File: src/rtl/cakegame_play_input.sv
// Player-side responder for the cakegame control unit: synchronises and debounces the
// play buttons, validates single-button press/release gestures and generates the play timeout.
module cakegame_play_input #(
  parameter int unsigned NUM_BUTTONS     = 4,
  parameter int unsigned CODE_W          = 2,
  parameter int unsigned DEBOUNCE_CYCLES = 50000,
  parameter int unsigned TIMEOUT_CYCLES  = 250000000,
  parameter int unsigned CNT_W           = 28
) (
  input  logic                   i_clock,
  input  logic                   i_reset,
  input  logic [NUM_BUTTONS-1:0] i_buttons,
  input  logic                   i_arm,
  output logic                   o_has_play,
  output logic [NUM_BUTTONS-1:0] o_play_onehot,
  output logic [CODE_W-1:0]      o_play_code,
  output logic                   o_reject,
  output logic                   o_timeout,
  output logic [1:0]             o_state
);

  typedef enum logic [1:0] {
    IDLE    = 2'd0,
    READY   = 2'd1,
    PRESSED = 2'd2,
    REPORT  = 2'd3
  } state_t;

  localparam logic [CNT_W-1:0] DEB_MAX = CNT_W'(DEBOUNCE_CYCLES - 1);
  localparam logic [CNT_W-1:0] TO_MAX  = CNT_W'(TIMEOUT_CYCLES);

  function automatic logic f_multi_hot(input logic [NUM_BUTTONS-1:0] v);
    return |(v & (v - NUM_BUTTONS'(1)));
  endfunction

  function automatic logic [CODE_W-1:0] f_encode(input logic [NUM_BUTTONS-1:0] v);
    logic [CODE_W-1:0] code;
    code = '0;
    for (int unsigned i = 0; i < NUM_BUTTONS; i++) begin
      if (v[i]) code = code | CODE_W'(i);
    end
    return code;
  endfunction

  state_t                 r_state, w_state_nxt;
  logic [NUM_BUTTONS-1:0] r_sync1, r_sync2, r_sync_prev, r_deb;
  logic [CNT_W-1:0]       r_stable_cnt, r_to_cnt, w_to_cnt_d;
  logic [NUM_BUTTONS-1:0] r_cap, w_cap_d, r_onehot, w_onehot_d;
  logic [CODE_W-1:0]      r_code, w_code_d;
  logic                   r_multi, w_multi_d;
  logic                   r_has_play, w_has_play_d, r_reject, w_reject_d;
  logic                   r_timeout, w_timeout_d;
  logic                   w_sync_stable, w_quiet, w_deb_any;

  assign w_sync_stable = (r_sync2 == r_sync_prev);
  assign w_deb_any     = (r_deb != '0);
  // Fully settled release: nothing pressed anywhere along the synchroniser/debouncer path.
  assign w_quiet = !w_deb_any && (r_sync1 == '0) && (r_sync2 == '0) && w_sync_stable &&
                   (r_stable_cnt == DEB_MAX);

  // Two-flop synchroniser and whole-vector debouncer.
  always_ff @(posedge i_clock) begin
    if (i_reset) begin
      r_sync1      <= '0;
      r_sync2      <= '0;
      r_sync_prev  <= '0;
      r_deb        <= '0;
      r_stable_cnt <= '0;
    end else begin
      r_sync1     <= i_buttons;
      r_sync2     <= r_sync1;
      r_sync_prev <= r_sync2;
      if (!w_sync_stable) begin
        r_stable_cnt <= '0;
      end else if (r_stable_cnt != DEB_MAX) begin
        r_stable_cnt <= r_stable_cnt + CNT_W'(1);
      end
      if (w_sync_stable && (r_stable_cnt == DEB_MAX)) r_deb <= r_sync2;
    end
  end

  always_ff @(posedge i_clock) begin
    if (i_reset) r_state <= IDLE;
    else         r_state <= w_state_nxt;
  end

  always_comb begin
    w_state_nxt = r_state;
    case (r_state)
      IDLE:    if (w_quiet) w_state_nxt = READY;
      READY:   if (i_arm && w_deb_any) w_state_nxt = PRESSED;
      PRESSED: begin
        if (!i_arm)          w_state_nxt = IDLE;
        else if (!w_deb_any) w_state_nxt = REPORT;
      end
      default: w_state_nxt = IDLE;
    endcase
  end

  // Gesture capture, report pulses and timeout counter; the pulses land during REPORT.
  always_comb begin
    w_cap_d      = r_cap;
    w_multi_d    = r_multi;
    w_onehot_d   = r_onehot;
    w_code_d     = r_code;
    w_has_play_d = 1'b0;
    w_reject_d   = 1'b0;
    w_to_cnt_d   = r_to_cnt;
    case (r_state)
      READY: begin
        if (i_arm && w_deb_any) begin
          w_cap_d   = r_deb;
          w_multi_d = f_multi_hot(r_deb);
        end
      end
      PRESSED: begin
        if (i_arm && w_deb_any) begin
          w_cap_d   = r_cap | r_deb;
          w_multi_d = r_multi | f_multi_hot(r_cap | r_deb);
        end else if (i_arm) begin
          if (r_multi) begin
            w_reject_d = 1'b1;
          end else begin
            w_has_play_d = 1'b1;
            w_onehot_d   = r_cap;
            w_code_d     = f_encode(r_cap);
          end
        end
      end
      default: ;
    endcase
    if (!i_arm || r_has_play) begin
      w_to_cnt_d = '0;
    end else if ((r_state != PRESSED) && (r_to_cnt != TO_MAX)) begin
      w_to_cnt_d = r_to_cnt + CNT_W'(1);
    end
    w_timeout_d = i_arm && (w_to_cnt_d == TO_MAX) && !w_has_play_d;
  end

  always_ff @(posedge i_clock) begin
    if (i_reset) begin
      r_cap      <= '0;
      r_multi    <= 1'b0;
      r_onehot   <= '0;
      r_code     <= '0;
      r_has_play <= 1'b0;
      r_reject   <= 1'b0;
      r_to_cnt   <= '0;
      r_timeout  <= 1'b0;
    end else begin
      r_cap      <= w_cap_d;
      r_multi    <= w_multi_d;
      r_onehot   <= w_onehot_d;
      r_code     <= w_code_d;
      r_has_play <= w_has_play_d;
      r_reject   <= w_reject_d;
      r_to_cnt   <= w_to_cnt_d;
      r_timeout  <= w_timeout_d;
    end
  end

  assign o_has_play    = r_has_play;
  assign o_play_onehot = r_onehot;
  assign o_play_code   = r_code;
  assign o_reject      = r_reject;
  assign o_timeout     = r_timeout;
  assign o_state       = r_state;

endmodule

File: config.mk
export PLATFORM = sky130hd
export DESIGN_NAME = cakegame_play_input
export DESIGN_NICKNAME = d
export VERILOG_FILES = /design/src/rtl/cakegame_play_input.sv
export SDC_FILE = /design/constraint.sdc
export NUM_CORES = 1
export LEC_CHECK = 0
export CAP_MARGIN = 20
export CORE_MARGIN = 2
export CORE_UTILIZATION = 40
export CTS_CLUSTER_SIZE = 20
export DETAILED_ROUTE_END_ITERATION = 7
export SETUP_SLACK_MARGIN = 0.4
export SYNTH_ARGS = -nofsm -noshare
export SYNTH_HDL_FRONTEND = slang
export SYNTH_SLANG_ARGS = --single-unit
File: constraint.sdc
create_clock -name i_clock -period 4.65 [get_ports i_clock]
set_input_delay 0.465 -clock i_clock [delete_from_list [all_inputs] [get_ports i_clock]]
set_output_delay 0.465 -clock i_clock [all_outputs]
set_load 0.02 [all_outputs]
# ---- Word level (Yosys, flattened, before mapping)
# Index checks and enable logic that the tools add are counted.
dict set report classes {
  n_addsub 4
  n_eq_ne 12
  mux 21
  n_bitwise 9
  n_reduce_logical 25
}
# cell n
set ops {}
lappend ops {{adder 28 x 1 -> 28 bit, second input constant} 2}
lappend ops {{two-way mux 28 bit} 2}
lappend ops {{equality test 28 x 16 -> 1 bit, second input constant} 1}
lappend ops {{equality test 28 bit, second input constant} 1}
lappend ops {{inequality test 28 x 16 -> 1 bit, second input constant} 1}
lappend ops {{inequality test 28 bit, second input constant} 1}
lappend ops {{two-way mux 2 bit} 6}
lappend ops {{OR reduction 4 bit} 3}
lappend ops {{logical AND 1 bit} 9}
lappend ops {{bitwise AND 4 bit} 2}
lappend ops {{logical NOT 4 bit} 2}
lappend ops {{two-way mux 1 bit} 8}
lappend ops {{two-way mux 4 bit} 2}
lappend ops {{inequality test 2 bit, second input constant} 4}
lappend ops {{one-hot mux 4 bit (2 select lines)} 1}
lappend ops {{subtractor 4 x 1 -> 4 bit, second input constant} 2}
lappend ops {{one-hot mux 2 bit (3 select lines)} 1}
lappend ops {{AND reduction 3 bit} 2}
lappend ops {{NOT 1 bit} 5}
lappend ops {{equality test 4 bit} 1}
lappend ops {{OR 4 bit} 1}
lappend ops {{AND reduction 4 bit} 1}
lappend ops {{nonzero test 4 bit} 1}
lappend ops {{logical NOT 1 bit} 3}
lappend ops {{9 further kinds} 9}
dict set report word_totals {
  reg_bits 88
  inputBits 7
  output_inout_bits 11
  elab_cells 85
}

# ---- Longest topological paths before layout
# Gate-level depths: netlist of run 1.
dict set report logic_depth {
  ltp_word 8
  depth_mapped 10
  ltp_nobuf 9
}

# ---- Worst setup path after synthesis of run 1
# OpenSTA, ideal clock, no wires.
dict set report synth_path {
  path_kind {flip-flop to flip-flop}
  start {reg r_stable_cnt[16]}
  end {reg r_state[0] (netlist: o_state[0])}
  setup_time_ps 68
  t_arrival_ps 2182
  t_required_ps 4582
  path_slack_ps 2400
  stages_incl_launch_ff 8
  path_cell_list {dfxtp_1 or4_4 nor4_4 nand4_4 nor4b_4 nand4_1 a21o_1 a21oi_2}
}
dict set report synth_via {
  elab_chain_cells 4
}
# item line_no
set synth_lines {}
lappend synth_lines {{start, declared} 47} ;# logic [CNT_W-1:0] r_stable_cnt, r_to_cnt, w_to_cnt_d;
lappend synth_lines {{start signal, assigned} 76} ;# r_stable_cnt <= r_stable_cnt + CNT_W'(1);
lappend synth_lines {{equality test 28 x 16 -> 1 bit} 59} ;# (r_stable_cnt == DEB_MAX);
lappend synth_lines {{logical AND 1 bit} 58} ;# assign w_quiet = !w_deb_any && (r_sync1 == '0) && (r_sync2 == '0) && w_sync_stable &&
lappend synth_lines {{inequality test 2 bit (no line)} n/a}
lappend synth_lines {{AND reduction 3 bit (no line)} n/a}
lappend synth_lines {{end signal, assigned} 84} ;# else r_state <= w_state_nxt;
lappend synth_lines {{end, declared} 45} ;# state_t r_state, w_state_nxt;
# Every way passes these cells.
# A chain may end at the register's enable or synchronous reset.

# ---- Worst setup path in the final report of run 1
dict set report layout_path {
  start {reg r_to_cnt[9]}
  end {reg r_timeout (netlist: o_timeout)}
}
dict set report layout_via {
  elab_chain_cells 7
  elab_cells_between_ends 8
  classes_between {add/sub: 1; eq/ne: 2; mux: 2; reduce/logical: 3}
}
# item line_no
set layout_lines {}
lappend layout_lines {{start, declared} 47}
lappend layout_lines {{start signal, assigned} 157} ;# r_to_cnt <= w_to_cnt_d;
lappend layout_lines {{parallel branches: the longest is 2 deep, another holds adder 28 x 1 -> 28 bit} n/a}
lappend layout_lines {{two-way mux 28 bit (*)} 134} ;# end else if ((r_state != PRESSED) && (r_to_cnt != TO_MAX)) begin
lappend layout_lines {{two-way mux 28 bit (*)} 132} ;# if (!i_arm || r_has_play) begin
lappend layout_lines {{equality test 28 bit (*)} 137} ;# w_timeout_d = i_arm && (w_to_cnt_d == TO_MAX) && !w_has_play_d;
lappend layout_lines {{logical AND 1 bit (*) (2 in series)} 137}
lappend layout_lines {{end signal, assigned} 158} ;# r_timeout <= w_timeout_d;
lappend layout_lines {{end, declared} 52} ;# logic r_timeout, w_timeout_d;
# Mark *: on every way between the ends.

==> results of run 1 <==
==> through the flow <==
| step | setup WS, ns | cell area (um^2) |
|---|---|---|
| final | 1.82 | 4660 |
| after floorplan | 2.40 | 4140 |
| after global routing | 1.39 | 4660 |
| after global placement | 1.81 | 4400 |
| after detailed placement | 1.87 | 4400 |
| after CTS | 1.87 | 4660 |
==> how the worst max path moves through the flow <==
stage                         endpoint  depth (start not counted)                     startpoint  slack [ns]
2_1_floorplan  o_state[0]$_SDFFE_PP0P_                          7  r_stable_cnt[16]$_SDFFE_PP0N_        2.40
3_3_place_gp      o_timeout$_SDFF_PP0_                          7                          i_arm        1.81
3_5_place_dp      o_timeout$_SDFF_PP0_                          7                          i_arm        1.87
4_1_cts           o_timeout$_SDFF_PP0_                          7         r_to_cnt[9]$_SDFF_PP0_        1.87
5_1_grt           o_timeout$_SDFF_PP0_                          7         r_to_cnt[9]$_SDFF_PP0_        1.39
6_report          o_timeout$_SDFF_PP0_                          7         r_to_cnt[9]$_SDFF_PP0_        1.82
==> sequential cells by signal, summed over array words and instances (netlist names) <==
register and flops:
r_stable_cnt 28, r_to_cnt 28, o_play_onehot 4, r_cap 4
r_deb 4, r_sync1 4, r_sync2 4, r_sync_prev 4
o_play_code 2, o_state 2, o_has_play 1, o_reject 1
o_timeout 1, r_multi 1
==> final cells by class <==
class	count	area (um^2)	share of cell area (%)
Clock buffer	12	155	3.33
Inverter	8	30.0	0.645
Sequential cell	88	1760	37.8
Tap cell	136	170	3.65
Clock inverter	4	98.8	2.12
Multi-Input combinational cell	361	2260	48.6
Timing Repair Buffer	18	178	3.82
==> cell families after synthesis <==
| logic type | Yosys count | synth area share (%) |
|---|---|---|
| simple gates | 249 | 33.3 |
| flops | 88 | 42.5 |
| xor+xnor | 58 | 12.3 |
| compound gates | 43 | 6.22 |
| buf+inv | 29 | 2.81 |
| mux | 7 | 1.69 |
| fa+ha+maj | 4 | 1.15 |
==> cell usage after synthesis, types with 7 or more instances <==
cell type,instances
and3_1,8
nand4_1,20
inv_1,8
nor4_1,12
dfxtp_1,88
nand3_1,26
xor2_1,35
a21oi_1,14
clkbuf_1,13
nand2_1,31
or3_1,7
nor2b_1,19
o21ai_0,13
xnor2_1,23
mux2i_1,7
nor2_1,76
nor3_1,8
==> power groups by stage <==
stage,Sequential (uW),Combinational (uW),Clock (uW)
global route,766,44.3,713
finish,765,38.6,662
floorplan,781,27.4,0
CTS,765,39.4,677
detailed placement,783,39.0,0
global placement,783,38.6,0
==> worst max-delay path: cells and delay by family, from the launching register on <==
family | cells | cell delay (ns)
compound gates | 3 | 1.18
flops | 1 | 0.46
simple gates | 4 | 1.09
==> per-layer routing <==
| layer | share of wire [%] | track usage [%] | vias to the layer above |
|---|---|---|---|
| li1 | - | - | 1676 |
| met1 | 52 | 22.2 | 1534 |
| met2 | 44 | 23.8 | 35 |
| met3 | 3.3 | 4.51 | 7 |
| met4 | 1.4 | 5.55 | 0 |
| met5 | 0 | 0 | - |
==> out/results.ini, run 1 <==
[outcome]
status=completed

[setup_path]
start_kind=register
cpMaxStageDelayCell=a2111oi_0
r2r_start=r_to_cnt[9]$_SDFF_PP0_
r2r-end=o_timeout$_SDFF_PP0_
max_stage_delay_ns=0.62
cp_cell_sequence=nor4bb_1, nand4_1, o21a_1, or3_1, a2111oi_0, o2111ai_1, nor4_1
end_kind=register
reg2regPathDepth=7
r2r_slack_ns=1.82
critPathMaxFanout=11
required_ns=4.93
critPathKind=reg -> reg
worstPathArrival_ns=3.10

[sta]
hold_viol_final=0
drv_slew=0
fin_skew_ns=0.00806
tightest_slew_ns=0.622
slew_headroom_pct=57.5
fin_crit_ns=2.83
final.period_utilization_pct=60.8
holdWs_ns=0.461
grt_setup_unrepaired=false
finalSetupViolations=0
setup_tns_ns=0
fmax_mhz=354

[power_and_ir_drop]
p_total_uw=1470
power.internal_uw=1160
p_comb_share_pct=2.6
powerDensity_nw_per_um2=315
vdd_ir_drop_max_mv=0.185
power_frac_seq_pct=52.2
switching_share_pct=20.7
p_leak_uw=0.00152
switchingPower_uw=303
clock_power_share_pct=45.2

[run]
drv_cap=0

[yosys]
synthFlopType=dfxtp_1
synth.largest_area_cell=dfxtp_1
syn-num-nets=488
synth_area_leaders=dfxtp_1 43%, xor2_1 7.4%, nor2_1 6.9%
async_flop_share_pct=0
yosysWarningCount=0
syn_area_per_cell_um2=8.66
synth_top_area_share_pct=42.5
ys_seq_elements=88
synth-edff-count=0
syn_inst=478
ys_types=52
ys_seq_area_share_pct=42.5
synthesis.area_um2=4140

[floorplanning]
die_width_um=106
rows=37
coreArea_um2=10200
die_h_um=106
initial_core_util_pct=40.7
ios=18
die_area_um2=11200

[routing]
antenna_left=0
viasPerCell=5.19
drt-initial-drc-count=99
drt_pass1_iterations=4
wl_um=8100
wire_per_inst_um=12.9
drc=0
num_vias=3252

[clock_tree]
post_cts_buffers=0
hold_buffers=0
cts-resized-gates=0
clock-sinks=88
cts_buffers=9
clk_pin_slew_ns=0.09
htreeDepth=3
clock-root-buffer=clkbuf_8
cts_tree=yes
clock_path_buffers=2
worstSkewPairLatency_ns=0.37

[placement]
post-dp-hpwl_um=5680
routabilityCongestion=0.829
placed_cells_incl_taps=611
port_buffers=17

[layout]
fin_util_pct=45.7
mostFrequentLayoutCells=88 x dfxtp_1, 76 x nor2_1, 35 x xor2_1
area_growth_pct=12.4
diodes=0
nFillCells=1034
drive_above_1_share_pct=6.31
finalNetCount=496
finalNonFillerCells=627
mostFrequentLayoutCell=dfxtp_1

[worst_hold_path]
min_to=o_play_onehot[0]$_SDFFE_PP0P_
min_path_cells=2
holdCritStartpoint=o_play_onehot[0]$_SDFFE_PP0P_
hold_class=reg -> reg

[global_route]
grt_max_degree=29
grt_overflow=0
first_global_vias=3073
grt_usage_pct=16.0
antenna_found_initial=0
grt_pass1_wl_um=14500

No activity file was read; power rests on OpenSTA's default activity.
==> run 2: changes to the inputs <==
==> constraint.sdc (replaced) <==
create_clock -name i_clock -period 2.8 [get_ports i_clock]
set_input_delay 0.28 -clock i_clock [delete_from_list [all_inputs] [get_ports i_clock]]
set_output_delay 0.28 -clock i_clock [all_outputs]
set_load 0.02 [all_outputs]
==> run 2 against run 1 <==
Total power is 50% higher. Die area stayed put. Non-clock buffer count is 16 higher. Fmax is 24% higher. Register-to-register slack worse by 1.3 ns.
==> out/results.ini, run 2 (synthesized netlist as in run 1, its figures left out) <==
[clock_tree]
clock_path_buffers=2  ; unchanged
cts_buffers=9  ; unchanged
worstSkewPairLatency_ns=0.37  ; about the same
clock-sinks=88  ; unchanged
clock-root-buffer=clkbuf_8  ; unchanged
htreeDepth=3  ; unchanged
cts_tree=yes  ; unchanged
clk_pin_slew_ns=0.08  ; was 0.09 ns

[global_route]
grt_overflow=0  ; unchanged
grt_pass1_wl_um=14800  ; was 14500 um
grt_usage_pct=16.5  ; was 16.0%
grt_max_degree=33  ; was 29
first_global_vias=3084  ; was 3073
antenna_found_initial=0  ; unchanged

[routing]
antenna_left=0  ; unchanged
drt_pass1_iterations=4  ; unchanged
drc=0  ; unchanged
num_vias=3347  ; was 3252
wl_um=8710  ; was 8100 um
viasPerCell=5.21  ; was 5.19
drt-initial-drc-count=171  ; was 99
wire_per_inst_um=13.5  ; was 12.9 um

[placement]
post-dp-hpwl_um=6040  ; was 5680 um
dpl_cell_area_um2=4440  ; was 4400 um^2
routabilityCongestion=0.898  ; was 0.829
placed_cells_incl_taps=616  ; was 611
port_buffers=17  ; unchanged

[layout]
fin_util_pct=47.0  ; was 45.7%
mostFrequentLayoutCell=dfxtp_1  ; unchanged
reg_top3=r_stable_cnt (28), r_to_cnt (28)  ; unchanged
drive_above_1_share_pct=12.2  ; was 6.31%
nFillCells=1041  ; was 1034
finalNetCount=512  ; was 496
finalNonFillerCells=643  ; was 627
final_area_um2=4790  ; was 4660 um^2
diodes=0  ; unchanged
area_growth_pct=15.6  ; was 12.4%
mostFrequentLayoutCells=81 x dfxtp_1, 76 x nor2_1, 35 x xor2_1  ; was 88 x dfxtp_1, 76 x nor2_1, 35 x xor2_1

[power_and_ir_drop]
p_leak_uw=0.00156  ; was 0.00152 uW
switching_share_pct=22.8  ; was 20.7%
power_frac_seq_pct=57.6  ; was 52.2%
powerDensity_nw_per_um2=461  ; was 315 nW/um^2
power.internal_uw=1700  ; was 1160 uW
clock_power_share_pct=39.3  ; was 45.2%
switchingPower_uw=503  ; was 303 uW
vdd_ir_drop_max_mv=0.300  ; was 0.185 mV
p_comb_share_pct=3.1  ; was 2.6%

[setup_path]
start_kind=register  ; unchanged
cp_cell_sequence=or4_4, nor4_4, nand4_4, nor4b_4, buf_4, mux2i_1, nor2_1  ; was nor4bb_1, nand4_1, o21a_1, or3_1, a2111oi_0, o2111ai_1, nor4_1
cpMaxStageDelayCell=or4_4  ; was a2111oi_0
max_stage_delay_ns=0.56  ; was 0.62 ns
end_kind=register  ; unchanged
critPathKind=reg -> reg  ; unchanged
path_delay_family=simple AND/OR/NAND/NOR gates  ; was compound AO/OA/AOI/OAI gates
critPathMaxFanout=5  ; was 11
worstPathArrival_ns=2.53  ; was 3.10 ns
critical_path_buf_inv_count=1  ; was 0
required_ns=3.05  ; was 4.93 ns

[sta]
holdWs_ns=0.462  ; was 0.461 ns
fin_skew_ns=0.0178  ; was 0.00806 ns
fin_crit_ns=2.28  ; was 2.83 ns
finalSetupViolations=0  ; unchanged
setup_tns_ns=0  ; unchanged
tightest_slew_ns=0.607  ; was 0.622 ns
drv_slew=0  ; unchanged
slew_headroom_pct=59.5  ; was 57.5%
grt_setup_unrepaired=true  ; was false
fmax_mhz=439  ; was 354 MHz
hold_viol_final=0  ; unchanged
final.period_utilization_pct=81.3  ; was 60.8%

[floorplanning]
rows=37  ; unchanged
ios=18  ; unchanged
initial_core_util_pct=40.7  ; unchanged
die_area_um2=11200  ; unchanged
die_width_um=106  ; unchanged
coreArea_um2=10200  ; unchanged
die_h_um=106  ; unchanged

[run]
drv_cap=0  ; unchanged

[outcome]
status=completed  ; unchanged

[worst_hold_path]
hold_class=in -> reg  ; was reg -> reg

-- run 2: cell types whose count changed in the layout (fill, tap and decap cells not counted), sizes merged --
| cell | before | now |
|---|---|---|
| bufinv | 3 | 1 |
| clkinvlp | 0 | 1 |
| clkinv | 0 | 2 |
| clkbuf | 12 | 11 |
| buf | 1 | 17 |
-- run 2: worst paths after layout --
kind,from,endpoint,slack [ns],cells past startpoint
worst max-delay path,r_stable_cnt[16]$_SDFFE_PP0N_,r_deb[1]$_SDFFE_PP0P_,0.52,7
worst min-delay path,i_buttons[1],r_sync1[1]$_SDFF_PP0_,0.46,2
worst max register to register,r_stable_cnt[16]$_SDFFE_PP0N_,r_deb[1]$_SDFFE_PP0P_,0.52,7
worst min register to register,o_play_onehot[0]$_SDFFE_PP0P_,o_play_onehot[0]$_SDFFE_PP0P_,0.46,2
-- run 2: final cells by class --
| class | instances | area [um^2] | share of cell area, % |
|---|---|---|---|
| clock buffer | 11 | 131 | 2.75 |
| timing repair buffer | 34 | 298 | 6.22 |
| multi-input combinational | 361 | 2330 | 48.6 |
| clock inverter | 5 | 56.3 | 1.18 |
| inverter | 8 | 30.0 | 0.627 |
| sequential | 88 | 1770 | 37.0 |
| tap | 136 | 170 | 3.56 |
-- run 2: power by group through the flow --
stage | logic (uW) | registers [uW] | clock network [uW]
6_report | 67.6 | 1270 | 867
5_1_grt | 76.2 | 1270 | 949
3_5_place_dp | 66.8 | 1300 | 0
2_1_floorplan | 45.6 | 1300 | 0
3_3_place_gp | 65.7 | 1300 | 0
4_1_cts | 67.3 | 1270 | 900
-- run 2: repair_timing --
item / 4_1_cts / 5_1_grt
buffers inserted: 0 / 11
pin swaps: 2 / 5
hold buffers: 0 / 0
setup endpoints to repair: 2 / 8
gates resized for setup: 0 / 22
-- run 2: worst reg2reg max path: stages, from the launching register on --
cell	delay, ns
dfxtp_1	0.35
or4_4	0.56
nor4_4	0.26
nand4_4	0.15
nor4b_4	0.42
buf_4	0.19
mux2i_1	0.17
nor2_1	0.05
-- run 2: metal layers --
metal	up-vias	share of wire (%)	GRT usage, %
li1	1708	-	-
met1	1584	49	23.1
met5	-	0	0
met4	0	0.75	6.20
met2	51	46	24.1
met3	4	3.7	4.58
-- run 2: metrics by stage --
stage                     setup slack, ns  power [uW]
after floorplan                     0.550        1340
after global placement              0.416        1370
after detailed placement            0.393        1370
after CTS                           0.407        2240
after global routing                0.365        2300
final                               0.524        2200
==> run 3: changes to the inputs <==
==> constraint.sdc (replaced) <==
create_clock -name i_clock -period 2.2 [get_ports i_clock]
set_input_delay 0.22 -clock i_clock [delete_from_list [all_inputs] [get_ports i_clock]]
set_output_delay 0.22 -clock i_clock [all_outputs]
set_load 0.02 [all_outputs]
==> run 3 against run 2 <==
Clock power is 46% higher. First-iteration DRC count is 6.4% higher. Count of clock-buffer cells in the layout is 2 lower. The flow now finishes with violations (negative setup slack). Non-clock buffer count is 58 higher. Wire length is 15% higher. Global-route usage is 1.9 points higher. Critical path type unchanged. Largest cell class unchanged. Combinational power is 57% higher.
==> out/results.ini, run 3 (synthesized netlist as in run 1, its figures left out) <==
[outcome]
status=finished with violations  ; was completed
violations=negative setup slack

[layout]
area_growth_pct=34.6  ; was 15.6%
nFillCells=924  ; was 1041
multi_input_area_um2=2570  ; was 2330 um^2
mostFrequentLayoutCells=69 x nor2_1, 63 x buf_4, 62 x dfxtp_1  ; was 81 x dfxtp_1, 76 x nor2_1, 35 x xor2_1
seq_area_um2=1800  ; was 1770 um^2
fin_util_pct=54.7  ; was 47.0%
final_area_um2=5580  ; was 4790 um^2
drive_above_1_share_pct=31.3  ; was 12.2%
diodes=0  ; unchanged
finalNetCount=570  ; was 512
reg_top3=r_stable_cnt (28), r_to_cnt (28)  ; unchanged
mostFrequentLayoutCell=nor2_1  ; was dfxtp_1

[setup_path]
start_kind=register  ; unchanged
critPathMaxFanout=4  ; was 5
startpoint=r_to_cnt[7]$_SDFF_PP0_  ; was r_stable_cnt[16]$_SDFFE_PP0N_
r2r_slack_ns=-0.02  ; was 0.52 ns
reg2regPathDepth=8  ; was 7
worstPathArrival_ns=2.51  ; was 2.53 ns
required_ns=2.49  ; was 3.05 ns
max_stage_delay_ns=0.50  ; was 0.56 ns
cp.depth=8  ; was 7
cp_common_cell=and3_1
critical_path_buf_inv_count=1  ; unchanged
r2r-end=o_timeout$_SDFF_PP0_  ; was r_deb[1]$_SDFFE_PP0P_
cp_cell_sequence=buf_4, and3_1, nand4_2, nor2_4, and3_1, mux2i_1, or4_4, nor4_4  ; was or4_4, nor4_4, nand4_4, nor4b_4, buf_4, mux2i_1, nor2_1
worstSetupEndpoint=o_timeout$_SDFF_PP0_  ; was r_deb[1]$_SDFFE_PP0P_
path_delay_family=simple AND/OR/NAND/NOR gates  ; unchanged
end_kind=register  ; unchanged
cpMaxStageDelayCell=or4_4  ; unchanged
critPathKind=reg -> reg  ; unchanged
r2r_start=r_to_cnt[7]$_SDFF_PP0_  ; was r_stable_cnt[16]$_SDFFE_PP0N_

[power_and_ir_drop]
p_leak_uw=0.00199  ; was 0.00156 uW
vdd_ir_drop_max_mv=0.608  ; was 0.300 mV
powerDensity_nw_per_um2=536  ; was 461 nW/um^2

[sta]
drv_slew=0  ; unchanged
setup_slack_ns=-0.0163  ; was 0.524 ns
slew_headroom_pct=65.4  ; was 59.5%
fin_crit_ns=2.22  ; was 2.28 ns
holdWs_ns=0.386  ; was 0.462 ns
final.period_utilization_pct=101  ; was 81.3%
hold_viol_final=0  ; unchanged
grt_setup_unrepaired=true  ; unchanged
fin_skew_ns=0.00883  ; was 0.0178 ns
tightest_slew_ns=0.514  ; was 0.607 ns
fmax_mhz=451  ; was 439 MHz
finalSetupViolations=1  ; was 0

[floorplanning]
die_h_um=106  ; unchanged
ios=18  ; unchanged
die_area_um2=11200  ; unchanged
initial_core_util_pct=40.7  ; unchanged
rows=37  ; unchanged
die_width_um=106  ; unchanged
coreArea_um2=10200  ; unchanged

[clock_tree]
htreeDepth=3  ; unchanged
clock-root-buffer=clkbuf_8  ; unchanged
hold_buffers=0  ; unchanged
cts_buffers=9  ; unchanged
cts_tree=yes  ; unchanged
clk_pin_slew_ns=0.09  ; was 0.08 ns
clock-sinks=88  ; unchanged
clock_path_buffers=2  ; unchanged
worstSkewPairLatency_ns=0.38  ; was 0.37 ns

[placement]
post-dp-hpwl_um=6670  ; was 6040 um
port_buffers=17  ; unchanged
routabilityCongestion=0.918  ; was 0.898
dpl_cell_area_um2=4830  ; was 4440 um^2

[routing]
drt_pass1_iterations=5  ; was 4
wire_per_inst_um=14.3  ; was 13.5 um
viasPerCell=5.29  ; was 5.21
drt-initial-drc-count=182  ; was 171
wl_um=10000  ; was 8710 um
drc=0  ; unchanged
antenna_left=0  ; unchanged
num_vias=3705  ; was 3347

[global_route]
grt_usage_pct=18.4  ; was 16.5%
grt_pass1_wl_um=16600  ; was 14800 um
antenna_found_initial=0  ; unchanged
grt_overflow=0  ; unchanged
grt_max_degree=29  ; was 33
first_global_vias=3425  ; was 3084

[worst_hold_path]
hold_class=in -> reg  ; unchanged

[run]
drv_cap=0  ; unchanged

-- run 3: cell types whose count changed in the layout (fill, tap and decap cells not counted), sizes merged --
cell	before	now
buf	17	75
bufinv	1	2
clkinv	2	0
clkinvlp	1	2
clkbuf	11	9
inv	9	11
-- run 3: area by class of cell --
class	instances	area share [%]
clock buffers	9	2.22
clock inverters	7	1.82
inverters	8	0.539
multi-input cells	361	46.2
flip-flops and latches	88	32.4
well taps	136	3.05
repair buffers	92	13.8
-- run 3: worst min path at each step --
stage                                      from                   endpoint  slack, ns  cells past startpoint
after floorplan                         i_reset  r_sync_prev[0]$_SDFF_PP0_       0.29                      1
after global placement    r_sync1[1]$_SDFF_PP0_      r_sync2[1]$_SDFF_PP0_       0.45                      1
after detailed placement  r_sync1[0]$_SDFF_PP0_      r_sync2[0]$_SDFF_PP0_       0.45                      1
after CTS                          i_buttons[1]      r_sync1[1]$_SDFF_PP0_       0.38                      2
after global routing               i_buttons[3]      r_sync1[3]$_SDFF_PP0_       0.38                      2
final                              i_buttons[1]      r_sync1[1]$_SDFF_PP0_       0.39                      2
-- run 3: timing repair --
item                                    4_1_cts  5_1_grt
pin swaps                                    44       38
buffers inserted                             11        9
resized for setup                            47       50
endpoints found under the setup margin       24       41
gates cloned                                  0        1
-- run 3: power by group --
| group | internal (uW) | switching (uW) | total [uW] |
|---|---|---|---|
| registers | 1600 | 12.3 | 1610 |
| clock network | 651 | 617 | 1270 |
| logic | 47.4 | 58.3 | 106 |
-- run 3: through the flow --
| stage | cells | setup TNS (ns) | setup slack [ns] | total power [uW] |
|---|---|---|---|---|
| 3_5_place_dp | 664 | -0.206 | -0.206 | 1750 |
| 5_1_grt | 701 | -0.153 | -0.153 | 3100 |
| 6_report | 701 | -0.0163 | -0.0163 | 2990 |
| 4_1_cts | 691 | -0.0177 | -0.0177 | 3020 |
| 2_1_floorplan | 478 | 0 | 0.0978 | 1710 |
| 3_3_place_gp | 664 | 0 | 0.00127 | 1750 |
-- run 3: metal layers --
metal / share of wire [%] / track usage (%) / vias up
li1: - / - / 1825
met1: 44 / 23.7 / 1768
met2: 50 / 30.0 / 91
met3: 3.5 / 4.21 / 21
met4: 2.5 / 7.05 / 0
met5: 0 / 0 / -
